### src/rtl/bcd_pkg.sv
// Shared types and constants for the sequential binary-to-BCD converter.
package bcd_pkg;
  localparam int DIGIT_W = 4;
  localparam logic [3:0] ADD3_THRESH = 4'd4;

  typedef logic [3:0] bcd_digit_t;

  typedef enum logic {
    IDLE,
    SHIFT
  } conv_state_t;
endpackage

### src/rtl/bcd_dabble_step.sv
// One combinational double-dabble step: add 3 to every digit above 4, then shift bit_in in.
// Zero latency; no handshake, the caller sequences the steps.
module bcd_dabble_step
  import bcd_pkg::*;
#(
  parameter int NDIG = 4
) (
  input  logic [DIGIT_W*NDIG-1:0] acc,
  input  logic                    bit_in,
  output logic [DIGIT_W*NDIG-1:0] acc_next,
  output logic                    carry
);
  logic [DIGIT_W*NDIG-1:0] adj;
  bcd_digit_t              d;

  always_comb begin
    adj = acc;
    d   = '0;
    for (int k = 0; k < NDIG; k++) begin
      d = acc[DIGIT_W*k +: DIGIT_W];
      if (d > ADD3_THRESH) d = d + 4'd3;
      adj[DIGIT_W*k +: DIGIT_W] = d;
    end
  end

  // The bit leaving the top digit would belong to digit NDIG, i.e. the value overflowed.
  assign acc_next = {adj[DIGIT_W*NDIG-2:0], bit_in};
  assign carry    = adj[DIGIT_W*NDIG-1];
endmodule

### src/rtl/bcd_conv_seq.sv
// Bit-serial binary-to-BCD converter, one bit per clock, result BIN_W+1 cycles after accept;
// in_ready drops while busy. Leading-zero blanking enabled by BCD_CONV_LZ_BLANK_EN.
module bcd_conv_seq
  import bcd_pkg::*;
#(
  parameter int BIN_W = 14,
  parameter int NDIG  = 4
) (
  input  logic                    CLK,
  input  logic                    RST,
  input  logic                    in_valid,
  output logic                    in_ready,
  input  logic [BIN_W-1:0]        bin,
  output logic                    out_valid,
  output logic [DIGIT_W*NDIG-1:0] bcd,
  output logic                    overflow,
  output logic [NDIG-1:0]         blank
);
  localparam int CNT_W = $clog2(BIN_W + 1);

  conv_state_t             state;
  logic [CNT_W-1:0]        cnt;
  logic [BIN_W-1:0]        bin_sr;
  logic [DIGIT_W*NDIG-1:0] acc;
  logic                    ovf_sticky;

  logic [DIGIT_W*NDIG-1:0] acc_next;
  logic                    carry;
  logic                    ovf_next;

  bcd_dabble_step #(.NDIG(NDIG)) u_step (
    .acc      (acc),
    .bit_in   (bin_sr[BIN_W-1]),
    .acc_next (acc_next),
    .carry    (carry)
  );

  assign ovf_next = ovf_sticky | carry;

`ifdef BCD_CONV_LZ_BLANK_EN
  logic [NDIG-1:0] blank_next;
  logic            all_zero;

  // Digit 0 is never blanked so a zero value still shows a single "0".
  always_comb begin
    blank_next = '0;
    all_zero   = 1'b1;
    for (int k = NDIG - 1; k >= 1; k--) begin
      all_zero      = all_zero & (acc_next[DIGIT_W*k +: DIGIT_W] == '0);
      blank_next[k] = all_zero;
    end
    if (ovf_next) blank_next = '0;
  end
`else
  assign blank = '0;
`endif

  always_ff @(posedge CLK or posedge RST) begin
    if (RST) begin
      state      <= IDLE;
      in_ready   <= 1'b1;
      out_valid  <= 1'b0;
      bcd        <= '0;
      overflow   <= 1'b0;
      cnt        <= '0;
      bin_sr     <= '0;
      acc        <= '0;
      ovf_sticky <= 1'b0;
`ifdef BCD_CONV_LZ_BLANK_EN
      blank      <= '0;
`endif
    end else begin
      out_valid <= 1'b0;
      case (state)
        IDLE: begin
          if (in_valid && in_ready) begin
            bin_sr     <= bin;
            acc        <= '0;
            ovf_sticky <= 1'b0;
            cnt        <= CNT_W'(BIN_W);
            in_ready   <= 1'b0;
            state      <= SHIFT;
          end
        end
        SHIFT: begin
          bin_sr     <= bin_sr << 1;
          acc        <= acc_next;
          ovf_sticky <= ovf_next;
          cnt        <= cnt - CNT_W'(1);
          if (cnt == CNT_W'(1)) begin
            bcd       <= acc_next;
            overflow  <= ovf_next;
`ifdef BCD_CONV_LZ_BLANK_EN
            blank     <= blank_next;
`endif
            out_valid <= 1'b1;
            in_ready  <= 1'b1;
            state     <= IDLE;
          end
        end
        default: begin
          state    <= IDLE;
          in_ready <= 1'b1;
        end
      endcase
    end
  end
endmodule

### config.mk
export PLATFORM = sky130hd
export DESIGN_NAME = bcd_conv_seq
export DESIGN_NICKNAME = d
export VERILOG_FILES = /design/src/rtl/bcd_pkg.sv /design/src/rtl/bcd_dabble_step.sv /design/src/rtl/bcd_conv_seq.sv
export SDC_FILE = /design/constraint.sdc
export NUM_CORES = 1
export LEC_CHECK = 0
export ABC_AREA = 1
export CELL_PAD_IN_SITES_DETAIL_PLACEMENT = 0
export CELL_PAD_IN_SITES_GLOBAL_PLACEMENT = 1
export CORE_MARGIN = 2
export CORE_UTILIZATION = 40
export DETAILED_ROUTE_END_ITERATION = 10
export GPL_ROUTABILITY_DRIVEN = 0
export GPL_TIMING_DRIVEN = 0
export PLACE_DENSITY = 0.86
export SLEW_MARGIN = 20
export SYNTH_ARGS = -nofsm -noshare
export SYNTH_HDL_FRONTEND = slang
export SYNTH_HIERARCHICAL = 1
export SYNTH_SLANG_ARGS = --single-unit
### constraint.sdc
create_clock -name CLK -period 2 [get_ports CLK]
set_input_delay 0.4 -clock CLK [delete_from_list [all_inputs] [get_ports CLK]]
set_output_delay 0.4 -clock CLK [all_outputs]
set_load 0.05 [all_outputs]
==> flow_summary.yaml, run 1 <==
worst_setup_path:
  path_cells: "clkdlybuf4s50_1"
  cp_num_buf_inv: 1
  critPathRequiredTime_ns: 1.60
  cp_max_fo: 2
  cp-start-kind: "flop"
  cpLargestDelayFamily: "buffers and inverters"
  worstSetupEndpointType: "output pin"
  r2r_start: "acc[12]"
  arrival_ns: 1.49
  r2r_slack_ns: 0.64
  crit_type: "reg -> out"
  worst-r2r-cell-count: 9
  crit_slowest_cell: "clkdlybuf4s50_1"
  cp_slowest_stage_delay_ns: 0.81
  reg2reg_to: "bcd[14]"
timing:
  finClkSkew_ns: 0.00701
  slew_headroom: 0.553
  tightest_slew_ns: 0.671
  hold_violations: 0
  post-route-period-util: 0.946
  report.final.slew_viol_count: 0
  rsz0062_at_grt: "no"
  setup_viol: 0
  fin_crit_ns: 1.89
  fmax_mhz: 528
  hold_ws_ns: 0.474
global_route:
  grt_pass1_wl_mm: 10.6
  grt_pass1_vias: 2323
  antenna_found_initial: 0
  grt_usage: 0.158
  grt_max_degree: 56
  gr-total-overflow: 0
synthesis:
  synth_most_common_cell: "nand2_1"
  yosysTopAreaCellShare: 0.458
  synth_edf_count: 0
  synth_area_um2: 2950
  yosys_warnings: 6
  netlist_top_cells_count: "225 x nand2_1, 54 x dfrtp_1, 37 x nand3_1"
  postSynthCellCount: 406
  syn_avg_cell_area_um2: 7.27
  synth_largest_area_cell: "dfrtp_1"
  synth.distinct_cells: 22
  yosysSeqAreaShare: 0.467
  ys_ff_latch: 55
  synth_area_leaders: "dfrtp_1 46%, nand2_1 29%, nand3_1 6.3%"
  async_reset_ff_frac: 1.00
  synth_top_flop_cell: "dfrtp_1"
clock_tree:
  cts_buffer_depth: 2
  cts-root-buf: "clkbuf_8"
  h-tree-depth: 2
  post_cts_buffers: 0
  cts-buffers-inserted: 5
  tritoncts: "built"
  clock_latency_ns: 0.30
  cts.sinks: 55
  clk_pin_slew_ns: 0.10
drt:
  drt-pass1-iter-count: 4
  vias_per_cell: 4.53
  drtIter0Drc: 128
  wire_per_inst_um: 10.8
  wl_mm: 5.97
  drtAntennaViolNets: 0
  drc_errors: 0
  vias: 2494
placed_design:
  place_inst: 543
  dp_hpwl_mm: 4.18
  portBuffers: 35
  dpl_cell_area_um2: 3440
floorplanning:
  core_um2: 7210
  ios: 40
  die_area_um2: 8080
  start_util: 0.409
  die_x_um: 89.9
  die_h_um: 89.9
  rows: 31
layout:
  post-route-util: 0.489
  layout-area-overhead-vs-synth_pct: 19.5
  final_area_um2: 3530
  antenna_cells: 0
  nFillCells: 765
  layoutNonFillerInstCount: 551
  drive_above_1_share: 0.0973
  nNetsFinal: 478
worst_hold_path:
  hold_end: "bcd[14]"
  hp-start: "bcd[14]"
  hold_path_depth: 2
  hold_class: "reg -> reg"
job:
  cap_violations: 0
power_and_ir_drop:
  cellPowerDensity_nw_per_um2: 1740
  total_power_uw: 6140
  peakVddDrop_uv: 550
  leakagePower_uw: 0.00200
run_status:
  status: "complete, no violations"
[layer usage]
metal | up-vias | wire length, um | global-route usage
met4 | 0 | 39 | 0.0359
met1 | 1138 | 2920 | 0.213
met3 | 4 | 227 | 0.0260
met5 | - | 0 | 0
li1 | 1308 | - | -
met2 | 44 | 2790 | 0.270
[cell families after synthesis]
group | share of synthesized area
flops | 0.467
compound gates | 0.0102
other cells | 0.00127
simple gates | 0.390
fa+ha+maj | 0.0424
buf+inv | 0.0899
[state kept, by name, indices dropped and copies added (netlist names)]
name        flops
acc            16
bcd            16
state           1
cnt             4
in_ready        1
bin_sr         14
ovf_sticky      1
out_valid       1
overflow        1
[cells in the final DEF (no fill, tap or decap), types with 3 or more instances in the layout]
cell type        Yosys  final
conb_1               1      4
nand2_2              8      8
clkdlybuf4s50_1      0     34
nor2_1               3      3
clkbuf_8             0      5
nand2_1            225    225
buf_2                7      7
inv_1               35     34
buf_4                8      8
nand3_1             37     37
nor2_2               3      3
dfrtp_1             54     54
ha_1                10     10
[per-stage QoR]
step,setup WS (ns),TNS [ns]
floorplan,0.259,0
global placement,-0.856,-46.38
detailed placement,0.249,0
CTS,0.0908,0
global route,0.0593,0
finish,0.108,0
[cell type report]
cell class              instances  area, um2  share of cell area
inverters                      38        150              0.0426
clock buffers                   5       68.8              0.0195
plain buffers                  17        118              0.0333
clock inverters                 3       20.0             0.00568
multi-input cells             299       1320               0.374
well taps                      99        124              0.0351
flip-flops and latches         55       1380               0.391
repair buffers                 35        349              0.0990
[report_power, final]
part	internal (uW)	total (uW)	switching [uW]	leakage (uW)
clock network	245	611	366	0.0000402
registers	1640	1980	348	0.000687
logic	1210	3550	2330	0.00128
total	3100	6140	3050	0.00200
[worst max-delay path by stage]
stage | from | slack, ns | cells after the start | endpoint
after global routing | bcd[2] | 0.06 | 1 | bcd[2]
final | bcd[0] | 0.11 | 1 | bcd[0]
after floorplan | RST | 0.26 | 1 | acc[0]
after CTS | bcd[0] | 0.09 | 1 | bcd[0]
after detailed placement | in_ready | 0.25 | 1 | in_ready
after global placement | RST | -0.86 | 2 | acc[2]
[timing repair]
action | 4_1_cts | 5_1_grt
resized for setup | 1 | 0
endpoints found under the setup margin | 1 | 0
hold buffers | 0 | 0
Note: power is estimated with default switching activity, not from simulation.
==> run 2: changes to the inputs <==
--- a/config.mk
+++ b/config.mk
@@ -6,14 +6,16 @@
 export NUM_CORES = 1
 export LEC_CHECK = 0
 export ABC_AREA = 1
+export ABC_CLOCK_PERIOD_IN_PS = 2000
 export CELL_PAD_IN_SITES_DETAIL_PLACEMENT = 0
 export CELL_PAD_IN_SITES_GLOBAL_PLACEMENT = 1
 export CORE_MARGIN = 2
-export CORE_UTILIZATION = 40
+export CORE_UTILIZATION = 41
+export CTS_BUF_LIST = sky130_fd_sc_hd__clkbuf_8
 export DETAILED_ROUTE_END_ITERATION = 10
 export GPL_ROUTABILITY_DRIVEN = 0
 export GPL_TIMING_DRIVEN = 0
-export PLACE_DENSITY = 0.86
+export PLACE_DENSITY = 0.88
 export SLEW_MARGIN = 20
 export SYNTH_ARGS = -nofsm -noshare
 export SYNTH_HDL_FRONTEND = slang
==> flow_summary.yaml, run 2 (synthesis results as in run 1) <==
global_route:
  grt_max_degree: 56
  gr-total-overflow: 0
  grt_usage: 0.168
  grt_pass1_vias: 2389
  antenna_found_initial: 0
  grt_pass1_wl_mm: 10.5
clock_tree:
  cts.sinks: 55
  cts_buffer_depth: 2
  tritoncts: "built"
  postCtsHoldBufs: 0
  cts-buffers-inserted: 5
  h-tree-depth: 2
  clock_latency_ns: 0.31
  clk_pin_slew_ns: 0.10
  cts-root-buf: "clkbuf_8"
worst_setup_path:
  cp_num_buf_inv: 1
  cp_max_fo: 2
  critPathRequiredTime_ns: 1.60
  r2r_start: "acc[4]"
  reg2reg_to: "bcd[6]"
  cp-start-kind: "flop"
  worst-r2r-cell-count: 9
  cpLargestDelayFamily: "buffers and inverters"
  worstSetupEndpointType: "output pin"
  path_cells: "clkdlybuf4s50_1"
  crit_type: "reg -> out"
  cp_slowest_stage_delay_ns: 0.81
  arrival_ns: 1.52
  crit_start: "bcd[14]"
  crit_slowest_cell: "clkdlybuf4s50_1"
  r2r_slack_ns: 0.65
drt:
  drt-pass1-iter-count: 4
  vias: 2523
  drtIter0Drc: 132
  drc_errors: 0
  drtAntennaViolNets: 0
  vias_per_cell: 4.60
  wl_mm: 5.94
  wire_per_inst_um: 10.8
timing:
  rsz0062_at_grt: "no"
  setup_viol: 0
  finalSetupTns_ns: 0
  fmax_mhz: 522
  tightest_slew_ns: 0.682
  finClkSkew_ns: 0.0139
  fin_crit_ns: 1.92
  report.final.slew_viol_count: 0
  slew_headroom: 0.545
  post-route-period-util: 0.958
  hold_violations: 0
layout:
  drive_above_1_share: 0.0973
  post-route-util: 0.515
  reg_top3: "acc: 16 flops, bcd: 16 flops, bin_sr: 14 flops"
  layoutNonFillerInstCount: 548
  final_area_um2: 3540
  nNetsFinal: 478
  nFillCells: 694
  antenna_cells: 0
  layout-area-overhead-vs-synth_pct: 19.9
  layout_common_cells: "225 x nand2_1, 54 x dfrtp_1, 37 x nand3_1"
  final_common_cell: "nand2_1"
power_and_ir_drop:
  leakagePower_uw: 0.00201
  pwr-share-clk: 0.110
  p_int_uw: 3170
  swShare: 0.490
  comb_power_share: 0.571
  cellPowerDensity_nw_per_um2: 1760
  p_seq_frac: 0.319
  peakVddDrop_uv: 559
  switchingPower_uw: 3050
worst_hold_path:
  hp-start: "bcd[15]"
  hold_path_depth: 2
  hold_class: "reg -> reg"
  hold_end: "bcd[15]"
placed_design:
  dpl_cell_area_um2: 3440
  portBuffers: 35
  dp_hpwl_mm: 4.24
  place_inst: 540
floorplanning:
  die_area_um2: 7890
  core_um2: 6870
  die_h_um: 88.8
  die_x_um: 88.8
  ios: 40
  start_util: 0.430
  rows: 30
run_status:
  status: "complete, no violations"
job:
  cap_violations: 0
## run 2: per-layer routing
| layer | share of wire | up-vias | GRT usage | wire length [um] |
|---|---|---|---|---|
| met5 | 0 | - | 0 | 0 |
| met4 | 0.010 | 0 | 0.0358 | 60 |
| met3 | 0.036 | 7 | 0.0308 | 211 |
| met2 | 0.48 | 43 | 0.296 | 2840 |
| met1 | 0.48 | 1166 | 0.214 | 2830 |
| li1 | - | 1307 | - | - |
## run 2: timing repair
item	CTS	global route
gates resized for setup	1	0
setup endpoints to repair	1	0
setup buffers	0	0
## run 2: area by class of cell
class | count | area, um2 | area share
Inverter | 38 | 150 | 0.0424
Tap cell | 96 | 120 | 0.0339
Timing Repair Buffer | 35 | 349 | 0.0987
Clock inverter | 1 | 7.51 | 0.00212
Sequential cell | 55 | 1380 | 0.389
Buffer | 17 | 118 | 0.0332
Multi-Input combinational cell | 299 | 1320 | 0.373
Clock buffer | 7 | 96.3 | 0.0272
## run 2: per-stage QoR
stage | hold WS, ns | power (uW) | setup WS [ns]
finish | 0.478 | 6210 | 0.0836
global route | 0.500 | 6860 | 0.0498
CTS | 0.483 | 6280 | 0.0807
detailed placement | 0.458 | 5600 | 0.262
global placement | 0.453 | 5520 | -0.838
floorplan | 0.442 | 4670 | 0.259
## run 2: how the worst max path moves through the flow
stage	depth (start not counted)	slack, ns	to
2_1_floorplan	1	0.26	acc[0]
3_3_place_gp	2	-0.84	acc[2]
3_5_place_dp	1	0.26	in_ready
4_1_cts	1	0.08	bcd[14]
5_1_grt	1	0.05	bcd[14]
6_report	1	0.08	bcd[14]
## run 2: power by group through the flow
| stage | logic [uW] | registers [uW] | clock network [uW] |
|---|---|---|---|
| global route | 4070 | 2040 | 746 |
| floorplan | 2120 | 2550 | 0 |
| finish | 3550 | 1980 | 686 |
| CTS | 3600 | 1990 | 700 |
| global placement | 3530 | 1990 | 0 |
| detailed placement | 3590 | 2000 | 0 |
==> run 3: changes to the inputs <==
--- a/config.mk
+++ b/config.mk
@@ -12,6 +12,7 @@
 export CORE_MARGIN = 2
 export CORE_UTILIZATION = 41
 export CTS_BUF_LIST = sky130_fd_sc_hd__clkbuf_8
+export CTS_CLUSTER_SIZE = 25
 export DETAILED_ROUTE_END_ITERATION = 10
 export GPL_ROUTABILITY_DRIVEN = 0
 export GPL_TIMING_DRIVEN = 0
==> results of run 3 <==
The final DEF is identical to that of run 2; final timing and power are the same.
